--- config.mk ---
export PLATFORM = sky130hd
export DESIGN_NAME = serial_adder_subtractor_flat
export DESIGN_NICKNAME = d
export VERILOG_FILES = /design/src/rtl/serial_adder_subtractor_if.sv /design/src/rtl/serial_adder_subtractor.sv /design/src/flat_wrapper.sv
export SDC_FILE = /design/constraint.sdc
export NUM_CORES = 1
export LEC_CHECK = 0
export CORE_MARGIN = 10
export CORE_UTILIZATION = 50
export CTS_CLUSTER_SIZE = 40
export DETAILED_ROUTE_END_ITERATION = 8
export PLACE_DENSITY = 0.78
export RECOVER_POWER = 50
export SYNTH_ARGS = -nofsm -noshare
export SYNTH_HDL_FRONTEND = slang
export SYNTH_SLANG_ARGS = --single-unit
--- constraint.sdc ---
create_clock -name clk_i -period 1.8 [get_ports clk_i]
set_input_delay 0.27 -clock clk_i [delete_from_list [all_inputs] [get_ports clk_i]]
set_output_delay 0.27 -clock clk_i [all_outputs]
set_load 0.02 [all_outputs]
--- src/rtl/serial_adder_subtractor_if.sv ---
// Request/result bundle for the bit-serial adder/subtractor.
// The master drives operands and start; the slave returns result, flags and status.
interface serial_adder_subtractor_if #(
    parameter int WIDTH = 8
);
    logic             start;
    logic             control;
    logic [WIDTH-1:0] a;
    logic [WIDTH-1:0] b;
    logic             cin;
    logic [WIDTH-1:0] result;
    logic             cout;
    logic             busy;
    logic             done;
    logic             overflow;

    modport master (
        output start, control, a, b, cin,
        input  result, cout, busy, done, overflow
    );

    modport slave (
        input  start, control, a, b, cin,
        output result, cout, busy, done, overflow
    );
endinterface

--- src/rtl/serial_adder_subtractor.sv ---
// Bit-serial adder/subtractor: one full-adder/subtractor cell, LSB first, WIDTH cycles per operation.
// Define OVERFLOW_DETECT_EN to build the signed-overflow flag; otherwise overflow is tied to 0.
module serial_adder_subtractor #(
    parameter int WIDTH = 8
) (
    input  logic                     clk_i,
    input  logic                     rst_i,
    serial_adder_subtractor_if.slave bus
);
    localparam int CNT_W = $clog2(WIDTH) + 1;

    typedef enum logic [1:0] {
        IDLE,
        RUN,
        DONE
    } state_t;

    state_t             state_q, state_d;
    logic [CNT_W-1:0]   cnt_q, cnt_d;
    logic               carry_q, carry_d;
    logic [WIDTH-1:0]   result_q, result_d;
    logic               cout_q, cout_d;
    logic [WIDTH-1:0]   a_q, a_d;
    logic [WIDTH-1:0]   b_q, b_d;
    logic [WIDTH-1:0]   acc_q, acc_d;
    logic               sub_q, sub_d;
`ifdef OVERFLOW_DETECT_EN
    logic               ovf_q, ovf_d;
`endif

    logic bit_a, bit_b, sum_bit, carry_bit, last_bit, accept;

    // Shared cell: the sum/difference bit is the same XOR; only carry vs borrow differs.
    always_comb begin
        bit_a   = a_q[0];
        bit_b   = b_q[0];
        sum_bit = bit_a ^ bit_b ^ carry_q;
        if (sub_q) begin
            carry_bit = (~bit_a & bit_b) | (~(bit_a ^ bit_b) & carry_q);
        end else begin
            carry_bit = (bit_a & bit_b) | (carry_q & (bit_a ^ bit_b));
        end
    end

    assign last_bit = (cnt_q == CNT_W'(WIDTH - 1));
    assign accept   = bus.start && ((state_q == IDLE) || (state_q == DONE));

    always_comb begin
        // NOTE: every _d takes its _q first, so no path through this block can infer a latch.
        state_d  = state_q;
        cnt_d    = cnt_q;
        carry_d  = carry_q;
        result_d = result_q;
        cout_d   = cout_q;
        a_d      = a_q;
        b_d      = b_q;
        acc_d    = acc_q;
        sub_d    = sub_q;
`ifdef OVERFLOW_DETECT_EN
        ovf_d    = ovf_q;
`endif
        case (state_q)
            IDLE, DONE: begin
                state_d = IDLE;
                if (accept) begin
                    state_d = RUN;
                    a_d     = bus.a;
                    b_d     = bus.b;
                    sub_d   = bus.control;
                    carry_d = bus.cin;
                    cnt_d   = '0;
                end
            end
            RUN: begin
                a_d     = a_q >> 1;
                b_d     = b_q >> 1;
                carry_d = carry_bit;
                acc_d   = {sum_bit, acc_q[WIDTH-1:1]};
                cnt_d   = cnt_q + CNT_W'(1);
                if (last_bit) begin
                    state_d  = DONE;
                    result_d = {sum_bit, acc_q[WIDTH-1:1]};
                    cout_d   = carry_bit;
`ifdef OVERFLOW_DETECT_EN
                    // On the last bit a_q[0]/b_q[0] hold the original operand sign bits.
                    ovf_d    = (bit_a == (bit_b ^ sub_q)) && (sum_bit != bit_a);
`endif
                end
            end
            default: state_d = IDLE;
        endcase
    end

    // NOTE: sequential state uses non-blocking assignments so all registers update from pre-edge values.
    always_ff @(posedge clk_i) begin
        if (rst_i) begin
            state_q  <= IDLE;
            cnt_q    <= '0;
            carry_q  <= 1'b0;
            result_q <= '0;
            cout_q   <= 1'b0;
`ifdef OVERFLOW_DETECT_EN
            ovf_q    <= 1'b0;
`endif
        end else begin
            state_q  <= state_d;
            cnt_q    <= cnt_d;
            carry_q  <= carry_d;
            result_q <= result_d;
            cout_q   <= cout_d;
`ifdef OVERFLOW_DETECT_EN
            ovf_q    <= ovf_d;
`endif
        end
    end

    // NOTE: operand/accumulator shift registers are always reloaded on start, so they carry no reset.
    always_ff @(posedge clk_i) begin
        a_q   <= a_d;
        b_q   <= b_d;
        acc_q <= acc_d;
        sub_q <= sub_d;
    end

    assign bus.result = result_q;
    assign bus.cout   = cout_q;
    assign bus.busy   = (state_q == RUN);
    assign bus.done   = (state_q == DONE);
`ifdef OVERFLOW_DETECT_EN
    assign bus.overflow = ovf_q;
`else
    assign bus.overflow = 1'b0;
`endif
endmodule

--- src/flat_wrapper.sv ---
// flat-port wrapper written by rule: the top's interface ports become plain ports
module serial_adder_subtractor_flat 
#(
    parameter int WIDTH = 8
)
  (clk_i, rst_i, bus_start, bus_control, bus_a, bus_b, bus_cin, bus_result, bus_cout, bus_busy, bus_done, bus_overflow);
  serial_adder_subtractor_if #(.WIDTH(WIDTH)) bus_i ();
  input  logic clk_i;
  input  logic rst_i;
  input wire logic [$bits(bus_i.start)-1:0] bus_start;
  input wire logic [$bits(bus_i.control)-1:0] bus_control;
  input wire logic [$bits(bus_i.a)-1:0] bus_a;
  input wire logic [$bits(bus_i.b)-1:0] bus_b;
  input wire logic [$bits(bus_i.cin)-1:0] bus_cin;
  output wire logic [$bits(bus_i.result)-1:0] bus_result;
  output wire logic [$bits(bus_i.cout)-1:0] bus_cout;
  output wire logic [$bits(bus_i.busy)-1:0] bus_busy;
  output wire logic [$bits(bus_i.done)-1:0] bus_done;
  output wire logic [$bits(bus_i.overflow)-1:0] bus_overflow;
  assign bus_i.start = bus_start;
  assign bus_i.control = bus_control;
  assign bus_i.a = bus_a;
  assign bus_i.b = bus_b;
  assign bus_i.cin = bus_cin;
  assign bus_result = bus_i.result;
  assign bus_cout = bus_i.cout;
  assign bus_busy = bus_i.busy;
  assign bus_done = bus_i.done;
  assign bus_overflow = bus_i.overflow;
  serial_adder_subtractor #(.WIDTH(WIDTH)) u_core (.clk_i(clk_i), .rst_i(rst_i), .bus(bus_i));
endmodule
Word level (Yosys, flattened, before mapping). Cells that the tools add are included.

Add/sub/neg operators: 1. Magnitude comparators: 0. $mul: 0. Muxes and demuxes: 12. Divide/modulo/power cells: 0. Reduce and logical (&&, ||, !) cells: 8. Shift-type cells: 0. Equality and inequality tests: 5. Bitwise gates (word level): 10.

Operators by type and width (count): case mux 8 bit (2 select lines) (2); 2-to-1 mux 8 bit (2); case mux 4 bit (2 select lines) (1); AND reduction 2 bit (3); adder 4 x 1 -> 4 bit, second input constant (1); bitwise AND 1 bit (4); == test 4 x 3 -> 1 bit, second input constant (1); 2-to-1 mux 4 bit (1); inequality test 2 x 1 -> 1 bit, second input constant (2); case mux 2 bit (2 select lines) (1); 2-to-1 mux 1 bit (3); == test 2 x 1 -> 1 bit, second input constant (1); == test 2 bit, second input constant (1); logical NOT 2 bit (1); 2-to-1 mux 2 bit (1); inverter 1 bit (2); bitwise OR 1 bit (2); case mux 1 bit (2 select lines) (1); nonzero test 2 bit (1); OR reduction 2 bit (1); bitwise XOR 1 bit (2); logical AND 1 bit (1); logical OR 1 bit (1).

Bits in latches: 0. Memory bits (read-only): 0. Memories kept: 0. Flip-flop bits (word level): 41. Bits in writable memories: 0.

Depth between registers and ports, before layout. Gate-level depths: netlist (run 1).

Depth in word-level cells: 6. Depth in mapped cells: 7.

Least setup slack after synthesis (run 1). OpenSTA, ideal clock, no wires.

Path kind: register -> register. From: reg u_core.b_q[0]. To: reg u_core.cout_q, in the netlist u_core.bus.cout. Slack: 0.247 ns. Data required time: 1.684 ns. Setup time: 0.116 ns. Clock period less this slack: 1.553 ns. Arrival: 1.437 ns. Cell stages (with the launch flop): 5. Cells stage by stage: edfxtp_1 fa_1 nor2b_1 or4_1 o211a_1.

Longest elaborated chain between the ends: 5. Elaborated cells between the ends (all ways): 9. Those cells by class: 1 x mux; 8 x bitwise.

Ends and longest elaborated chain: from (decl) (RTL line serial_adder_subtractor.sv:24) `logic [WIDTH-1:0] b_q, b_d;`; from (signal assigned) (RTL line serial_adder_subtractor.sv:120) `b_q <= b_d;`; bitwise XOR 1 bit (RTL line serial_adder_subtractor.sv:39, serial_adder_subtractor.sv:41); inverter 1 bit (RTL line serial_adder_subtractor.sv:39) `carry_bit = (~bit_a & bit_b) | (~(bit_a ^ bit_b) & carry_q);`; bitwise AND 1 bit (RTL line serial_adder_subtractor.sv:39); bitwise OR 1 bit (RTL line serial_adder_subtractor.sv:39); 2-to-1 mux 1 bit (*) (RTL line serial_adder_subtractor.sv:38) `if (sub_q) begin`; to (signal assigned) (RTL line serial_adder_subtractor.sv:110) `cout_q <= cout_d;`; to (decl) (RTL line serial_adder_subtractor.sv:22) `logic cout_q, cout_d;`.

Mark *: on every way between the ends. The rest lies on a longest branch, timed or not. A chain may end at the register's enable or synchronous reset.

Worst setup path in the final report (run 1).
From: reg u_core.state_q[1]. To: out bus_done.

Longest elaborated chain between the ends: 1.

Ends and longest elaborated chain: from (decl) (RTL line serial_adder_subtractor.sv:18) `state_t state_q, state_d;`; from (signal assigned) (RTL line serial_adder_subtractor.sv:106) `state_q <= state_d;`; == test 2 bit (RTL line serial_adder_subtractor.sv:128) `assign bus.done = (state_q == DONE);`; to (decl) (RTL line flat_wrapper.sv:18) `output wire logic [$bits(bus_i.done)-1:0] bus_done;`.

Every way passes these cells.

==> out/results.ini, run 1 <==
[setup_path]
slowest_delay_ns=0.61
slowest_stage=clkdlybuf4s50_1
crit_family=buffers and inverters
cp-start-kind=flop
critPathCaptureType=primary output
critPathMaxFanout=2
critPathBufInv=1
required_ns=1.53
setup.worst_path.class=flop to primary output
crit_chain=nor2b_1 -> clkdlybuf4s50_1
critPathArrivalTime_ns=1.40

[synth]
syn_avg_cell_area_sq_um=10.7
syn_inst=155
synth_seq_cells=40
ys_seq_area_share_pct=62.8
ys_warn_count=0
syn_area_sq_um=1660
synth_cell_types=30
synthesis.nets=179

[routing]
vias=1153
drc=0
dr.pass1.iters=4
wl_um=3100
first_iter_violations=69
wire_per_inst_um=13.2
ant_nets=0
via_per_inst=4.91

[cts]
cts.repair.resized=1
cts_setup_buffers=0
numCtsBuffers=5
cts_tree=done
cts_sinks=40
clk_latency_ns=0.34
cts_max_level=2
clockBufferDepth=2
holdBufCountCts=0
path_clk_slew_ns=0.12
clockRootBuffer=clkbuf_4

[global_routing]
grt_pass1_vias=1228
antenna_found_initial=0
grt_pass1_wl_um=5260
grt_max_degree=29
grtUsageTotal_pct=10.6
grt_overflow_total=0

[sta]
hold_violations=0
drv_slew=0
min_period_ns=1.67
timing.final.crit_share_pct=92.8
timing.fmax_mhz=599
worst_pin_slew_ns=0.563
relSlewSlack_pct=62.5
rsz0062_at_grt=no
setup_violations=0
skew_ns=0.0109
setup-tns-final_ns=0
whs_ns=0.457

[power_and_ir_drop]
clockPowerShare_pct=24.7
switching_share_pct=24.3
peakVddDrop_uv=451
p_int_mw=1.29
power_density_nw_per_um2=821
pwr-share-seq_pct=63.5
p_total_mw=1.70
p_leak_nw=0.825
p_switching_uw=413
power_frac_comb_pct=11.8

[final_layout]
fin_nets=214
layout_commonest_cell=nand2_1
fin_cells=235
drive_gt1_share_pct=7.33
diodes=0
utilization_pct=66.7
syn_to_final_growth_pct=24.9
final_cell_mix=nand2_1, clkdlybuf4s50_1, edfxtp_1

[placement]
gp_congestion=0.730
hpwlAfterDp_um=2280
numPortBuffers=31
placed_cells=227

[floorplanning]
dieArea_sq_um=6020
io_pins=33
rows=20
core_area_sq_um=3100
die_y_um=77.6
start_util_pct=53.4
dieWidth_um=77.6

[run]
drv_cap=0

[hold_path]
hold_class=flop to flop

[run_status]
status=finished clean

power groups by stage:
| stage | clock network [mW] | logic [mW] | registers [mW] |
|---|---|---|---|
| after floorplan | 0 | 0.122 | 1.09 |
| after global placement | 0 | 0.199 | 1.10 |
| after detailed placement | 0 | 0.206 | 1.10 |
| after CTS | 0.437 | 0.205 | 1.08 |
| after global routing | 0.476 | 0.228 | 1.09 |
| final | 0.419 | 0.201 | 1.08 |
cell type report:
cell class                 count  area [sq um]
sequential                    40          1040
fill                         274          1030
multi-input combinational    102           549
timing repair buffer          36           354
tap                           44          55.1
clock buffer                   5          37.5
inverter                       5          18.8
clock inverter                 3          13.8
registers in the layout (all words and copies together), names as in the netlist:
name               flops
u_core.a_q             8
u_core.b_q             8
u_core.bus.result      8
u_core.acc_q           7
u_core.cnt_q           4
u_core.state_q         2
u_core.bus.cout        1
u_core.carry_q         1
u_core.sub_q           1
cell usage after synthesis:
cell type	count	area, sq um
a21oi_1	4	20.0
a311oi_1	1	8.76
a31oi_1	1	6.26
and2_1	2	12.5
and3_1	1	6.26
buf_2	2	10.0
buf_4	2	15.0
buf_6	1	11.3
clkbuf_1	3	11.3
clkinv_1	1	3.75
conb_1	1	3.75
dfxtp_1	16	320
edfxtp_1	24	721
fa_1	2	40.0
ha_1	1	12.5
inv_1	4	15.0
mux2_2	1	11.3
mux2i_1	8	80.1
nand2_1	61	229
nand2b_1	4	25.0
nand3_1	3	15.0
nand3b_1	1	7.51
nand4_1	1	6.26
nor2_1	2	7.51
nor2_4	1	11.3
nor2b_1	3	18.8
nor3_1	1	5.00
o211a_1	1	10.0
o21ai_0	1	5.00
or4_1	1	7.51
logic make-up (layout without fill, tap and decap cells):
family,Yosys count,in the layout,share of synthesized area [%]
simple gates,81,81,21.2
flops,40,40,62.8
buf+inv,13,49,4.00
mux,9,9,5.51
compound gates,8,8,3.02
fa+ha+maj,3,3,3.17
other cells,1,1,0.226
final timing paths:
path,start,endpoint,slack (ns),depth (start not counted)
setup reg to reg,u_core.state_q[1],u_core.cnt_q[3],0.17,5
hold / removal,u_core.acc_q[4],u_core.acc_q[3],0.46,0
hold reg to reg,u_core.acc_q[4],u_core.acc_q[3],0.46,0
setup / recovery,u_core.state_q[1],bus_done,0.13,2
stage by stage:
stage	cell area, sq um	setup WS (ns)
CTS	2070	0.0981
floorplan	1660	0.247
global route	2070	0.0477
finish	2070	0.130
detailed placement	2020	0.204
global placement	2020	0.228
layer usage:
layer / global-route usage (%) / routed length [um]
met2: 17.4 / 1420
met3: 6.57 / 310
met4: 3.28 / 32
met5: 0 / 0
met1: 11.1 / 1340
No activity file was read; power rests on OpenSTA's default activity.
==> inputs of run 2 (changes only) <==
--- a/config.mk
+++ b/config.mk
@@ -5,11 +5,13 @@
 export SDC_FILE = /design/constraint.sdc
 export NUM_CORES = 1
 export LEC_CHECK = 0
+export CELL_PAD_IN_SITES_DETAIL_PLACEMENT = 1
+export CELL_PAD_IN_SITES_GLOBAL_PLACEMENT = 2
 export CORE_MARGIN = 10
-export CORE_UTILIZATION = 50
+export CORE_UTILIZATION = 32
 export CTS_CLUSTER_SIZE = 40
 export DETAILED_ROUTE_END_ITERATION = 8
-export PLACE_DENSITY = 0.78
+export PLACE_DENSITY_LB_ADDON = 0.1
 export RECOVER_POWER = 50
 export SYNTH_ARGS = -nofsm -noshare
 export SYNTH_HDL_FRONTEND = slang
==> run 2 against run 1 <==
Sequential cell count unchanged; cell area increased by 4.1%; die area increased by 41%; critical path depth is the same; largest cell class unchanged; core utilization decreased by 24 points; global-route usage fell by 1.6 points; clock skew decreased by 0.0068 ns.
==> out/results.ini, run 2 (synthesized netlist as in run 1, its figures left out) <==
[global_routing]
grt_pass1_vias=1260  ; +2.6%
grt_max_degree=29  ; unchanged
grtUsageTotal_pct=9.03  ; -1.6 points
antenna_found_initial=0  ; unchanged
grt_overflow_total=0  ; unchanged
grt_pass1_wl_um=6220  ; +18%

[setup_path]
critPathMaxFanout=2  ; unchanged
critPathArrivalTime_ns=1.36  ; -0.04 ns
setup.worst_path.class=flop to primary output
cp-start-kind=flop
required_ns=1.53  ; about the same
ff2ff_path_depth=4  ; -1
critPathCaptureType=primary output

[cts]
numCtsBuffers=5  ; unchanged
cts_tree=done
path_clk_slew_ns=0.07  ; -0.05 ns
cts_sinks=40  ; unchanged
cts_max_level=2  ; unchanged
clockRootBuffer=clkbuf_8
clockBufferDepth=2  ; unchanged
cts_setup_buffers=0  ; unchanged
clk_latency_ns=0.28  ; -0.06 ns

[floorplanning]
start_util_pct=32.6  ; -21 points
dieWidth_um=92.0  ; +19%
dieArea_sq_um=8450  ; +41%
core_area_sq_um=5070  ; +64%
rows=26  ; +30%
io_pins=33  ; unchanged
die_y_um=92.0  ; +19%

[routing]
wl_um=3580  ; +15%
via_per_inst=4.44  ; -9.6%
ant_nets=0  ; unchanged
first_iter_violations=28  ; -59%
dr_wl_met2_um=1810  ; +27%
drc=0  ; unchanged
met1Wirelength_um=1640  ; +22%
dr.max_layer_used=met4
dr.pass1.iters=4  ; unchanged
vias=1162  ; +0.78%
wire_per_inst_um=13.7  ; +3.4%
met3_length_um=109  ; -65%

[sta]
setup_violations=0  ; unchanged
setup-tns-final_ns=0  ; unchanged
hold_violations=0  ; unchanged
rsz0062_at_grt=no
timing.final.crit_share_pct=90.7  ; -2.1 points
drv_slew=0  ; unchanged
skew_ns=0.00403  ; -0.00684 ns
timing.fmax_mhz=613  ; +2.3%
min_period_ns=1.63  ; -0.0378 ns

[run_status]
status=finished clean

[run]
drv_cap=0  ; unchanged

[placement]
gp_congestion=0.741  ; +1.5%
numPortBuffers=31  ; unchanged
hpwlAfterDp_um=2640  ; +16%
placed_area_sq_um=2060  ; +2.0%

[power_and_ir_drop]
p_leak_nw=0.852  ; +3.2%
peakVddDrop_uv=371  ; -18%
power_density_nw_per_um2=876  ; +6.6%

[final_layout]
fin_nets=215  ; +0.47%
diodes=0  ; unchanged
drive_gt1_share_pct=6.77  ; -0.56 points
layout_commonest_cell=nand2_1
stdcell_area_sq_um=2150  ; +4.1%
fillers=588  ; +110%
final_cell_mix=nand2_1, clkdlybuf4s50_1, edfxtp_1
syn_to_final_growth_pct=30.0

[hold_path]
hold_depth=0  ; unchanged
hold_class=flop to flop

[run 2: critical path, stage by stage, from the launching register on]
cell and delay [ns]:
dfxtp_1 0.32, nor2b_1 0.15, clkdlybuf4s50_1 0.62
[run 2: cell type report]
cell class | instances | area, sq um | share of cell area (%)
Timing Repair Buffer | 37 | 367 | 17.0
Tap cell | 70 | 87.6 | 4.07
Clock buffer | 8 | 90.1 | 4.18
Inverter | 5 | 18.8 | 0.872
Multi-Input combinational cell | 102 | 549 | 25.5
Sequential cell | 40 | 1040 | 48.3
[run 2: report_power, final]
group	internal, mW	switching (mW)	leakage (nW)
combinational	0.0956	0.116	0.441
clock	0.313	0.282	0.0455
sequential	1.05	0.0270	0.365
[run 2: layer usage]
metal  up-vias  track usage [%]
li1        577                -
met1       568             10.9
met5         -                0
met4         0             2.70
met3         2             2.69
met2        15             15.2
[run 2: worst paths after layout]
| check | startpoint | endpoint | slack (ns) |
|---|---|---|---|
| setup / recovery | u_core.state_q[1] | bus_done | 0.17 |
| hold / removal | u_core.acc_q[6] | u_core.acc_q[5] | 0.45 |
| setup reg to reg | u_core.b_q[0] | u_core.bus.cout | 0.17 |
| hold reg to reg | u_core.acc_q[6] | u_core.acc_q[5] | 0.45 |
[run 2: timing repair]
action / 4_1_cts / 5_1_grt
hold buffers: 0 / 0
resized for setup: 0 / 1
hold endpoints to repair: 0 / 0
setup endpoints to repair: 0 / 1
[run 2: through the flow]
step	util (%)	total power, mW	worst slack, ns	hold slack [ns]	std cells
finish	42.4	1.89	0.168	0.452	262
floorplan	-	1.21	0.247	0.369	155
CTS	42.5	1.93	0.0106	0.456	262
global placement	40.7	1.31	0.220	0.431	254
global route	42.4	2.00	0.0534	0.463	262
detailed placement	40.7	1.32	0.180	0.437	254
==> inputs of run 3 (changes only) <==
--- a/config.mk
+++ b/config.mk
@@ -5,10 +5,11 @@
 export SDC_FILE = /design/constraint.sdc
 export NUM_CORES = 1
 export LEC_CHECK = 0
+export ABC_AREA = 1
 export CELL_PAD_IN_SITES_DETAIL_PLACEMENT = 1
 export CELL_PAD_IN_SITES_GLOBAL_PLACEMENT = 2
 export CORE_MARGIN = 10
-export CORE_UTILIZATION = 32
+export CORE_UTILIZATION = 31
 export CTS_CLUSTER_SIZE = 40
 export DETAILED_ROUTE_END_ITERATION = 8
 export PLACE_DENSITY_LB_ADDON = 0.1
==> run 3 against run 2 <==
Sequential cell count unchanged; first-iteration DRC count is 110% higher; core utilization about the same; power up 20%; combinational power down 5%; cell count up 5.0%.
==> out/results.ini, run 3 <==
[routing]
dr.pass1.iters=4  ; unchanged
ant_nets=0  ; unchanged
wl_um=3950  ; +10%
first_iter_violations=60  ; +110%
vias=1214  ; +4.5%
via_per_inst=4.41  ; -0.46%
wire_per_inst_um=14.4  ; +5.1%
drc=0  ; unchanged

[final_layout]
fin_nets=228  ; +6.0%
syn_to_final_growth_pct=31.9
fillers=593  ; +0.85%
diodes=0  ; unchanged
multi_input_area_sq_um=510  ; -7.1%
drive_gt1_share_pct=7.32  ; +0.55 points
layout_commonest_cell=nand2_1
final_cell_mix=nand2_1, clkdlybuf4s50_1, edfxtp_1
stdcell_area_sq_um=2170  ; +0.58%
seqCellArea_sq_um=1040  ; unchanged

[synth]
synth.top_cell.area_share_pct=43.9  ; +0.40 points
ys_seq_area_share_pct=63.4  ; +0.57 points
synth_cell_types=21  ; -30%
syn_inst=169  ; +9.0%
synth_area_leaders=edfxtp_1, dfxtp_1, nand2_1
synth_commonest_cells=nand2_1, edfxtp_1, nor2_1
synth_edf_count=24  ; unchanged
synth_ff_type=edfxtp_1
yosys.area.top_type=edfxtp_1
synthesis.nets=193  ; +7.8%
ys_async_sr_fraction_pct=0  ; unchanged
syn_avg_cell_area_sq_um=9.71  ; -9.1%
yosysMostFrequentCell=nand2_1
ys_warn_count=0  ; unchanged
syn_area_sq_um=1640  ; -0.91%
synth_seq_cells=40  ; unchanged

[global_routing]
grt_max_degree=30  ; +3.4%
antenna_found_initial=0  ; unchanged
grtUsageTotal_pct=9.83  ; +0.81 points
grt_overflow_total=0  ; unchanged
grt_pass1_wl_um=6640  ; +6.7%
grt_pass1_vias=1280  ; +1.6%

[sta]
skew_ns=0.00988  ; +0.00585 ns
drv_slew=0  ; unchanged
setup_violations=0  ; unchanged
timing.final.crit_share_pct=87.8  ; -2.9 points
min_period_ns=1.58  ; -0.0522 ns
timing.fmax_mhz=633  ; +3.3%
setup-tns-final_ns=0  ; unchanged
rsz0062_at_grt=no
hold_violations=0  ; unchanged
whs_ns=0.455  ; +0.00270 ns

[setup_path]
slowest_stage=dfxtp_1
slowest_delay_ns=0.38  ; -0.24 ns
critPathMaxFanout=2  ; unchanged
cp-startpoint=u_core.state_q[1]
critPathBufInv=2  ; +1
critPathArrivalTime_ns=1.31  ; -0.05 ns
cp-start-kind=flop
crit_family=buffers and inverters
setup.worst_path.class=flop to primary output
timing.rr.start=u_core.state_q[0]
required_ns=1.53  ; about the same
crit_chain=inv_1 -> nor2_1 -> dlygate4sd2_1
critPathCaptureType=primary output

[cts]
clockBufferDepth=2  ; unchanged
path_clk_slew_ns=0.09  ; +0.02 ns
holdBufCountCts=0  ; unchanged
cts_tree=done
clk_latency_ns=0.30  ; +0.02 ns
numCtsBuffers=5  ; unchanged
cts_max_level=2  ; unchanged
clockRootBuffer=clkbuf_8
cts_sinks=40  ; unchanged

[power_and_ir_drop]
clockPowerShare_pct=43.1  ; +12 points
p_int_mw=1.77  ; +21%
power_frac_comb_pct=8.9  ; -2.3 points
power_density_nw_per_um2=1040  ; +19%
pwr-share-seq_pct=48.0  ; -9.3 points
peakVddDrop_uv=398  ; +7.2%
switching_share_pct=21.5  ; -1.0 points
p_leak_nw=0.887  ; +4.1%
p_switching_uw=485  ; +14%

[placement]
gp_congestion=0.695  ; -6.2%
placed_area_sq_um=2030  ; -1.6%
hpwlAfterDp_um=2870  ; +8.8%
numPortBuffers=31  ; unchanged

[floorplanning]
io_pins=33  ; unchanged
rows=26  ; unchanged
start_util_pct=32.1  ; -0.50 points
core_area_sq_um=5110  ; +0.64%
dieArea_sq_um=8610  ; +1.8%
die_y_um=92.8  ; +0.89%
dieWidth_um=92.8  ; +0.89%

[run_status]
status=finished clean

[run]
drv_cap=0  ; unchanged

[hold_path]
hold_class=flop to flop
hold_start=u_core.acc_q[4]

run 3: worst paths after layout:
path / to / slack [ns] / cells past startpoint
max: bus_done / 0.22 / 3
max reg2reg: u_core.cnt_q[1] / 0.25 / 7
min: u_core.acc_q[3] / 0.45 / 0
min reg2reg: u_core.acc_q[3] / 0.45 / 0
run 3: cell type report:
class                           count  area share (%)
Sequential cell                    40            48.1
Multi-Input combinational cell    110            23.6
Timing Repair Buffer               33            14.8
Clock buffer                        6            4.33
Tap cell                           70            4.04
Clock inverter                      2            2.77
Inverter                           14            2.43
run 3: cell families after synthesis:
group,count (synthesis),share of synthesized area [%]
other,1,0.228
buffers and inverters,19,5.33
adder cells (fa/ha/maj),3,3.20
AND/OR/NAND/NOR,90,22.7
AO/OA/AOI/OAI,16,5.11
flip-flops,40,63.4
run 3: worst reg2reg max path, stage by stage (launching register included):
cell and delay [ns]:
dfxtp_1 0.42, inv_1 0.11, nand2_1 0.21, nand2_1 0.08, clkbuf_2 0.33, inv_1 0.16, nand2_1 0.07, a21oi_1 0.11
run 3: stage by stage:
step / std cells / utilization, % / worst slack (ns) / power (mW)
final: 275 / 42.4 / 0.220 / 2.26
after global routing: 275 / 42.4 / 0.0746 / 2.37
after CTS: 275 / 42.7 / 0.180 / 2.31
after detailed placement: 267 / 39.8 / 0.183 / 1.32
after global placement: 267 / 39.8 / 0.174 / 1.31
after floorplan: 169 / - / 0.572 / 1.22
run 3: repair_timing:
item | in CTS | in global routing
gates resized for setup | 2 | 0
setup endpoints to repair | 2 | 0
setup buffers | 0 | 0
run 3: power by group through the flow:
stage               registers (mW)  logic [mW]  clock network [mW]
floorplan                     1.09       0.122                   0
global placement              1.10       0.211                   0
detailed placement            1.10       0.219                   0
CTS                           1.09       0.218                1.01
global route                  1.09       0.231                1.05
finish                        1.08       0.200               0.973
run 3: routing by layer:
layer	part of all wire (%)	vias to the layer above	GRT usage, %
met2	45	29	15.3
met5	0	-	0
met1	47	572	11.5
met4	2.2	0	4.37
li1	-	604	-
met3	5.8	9	4.28
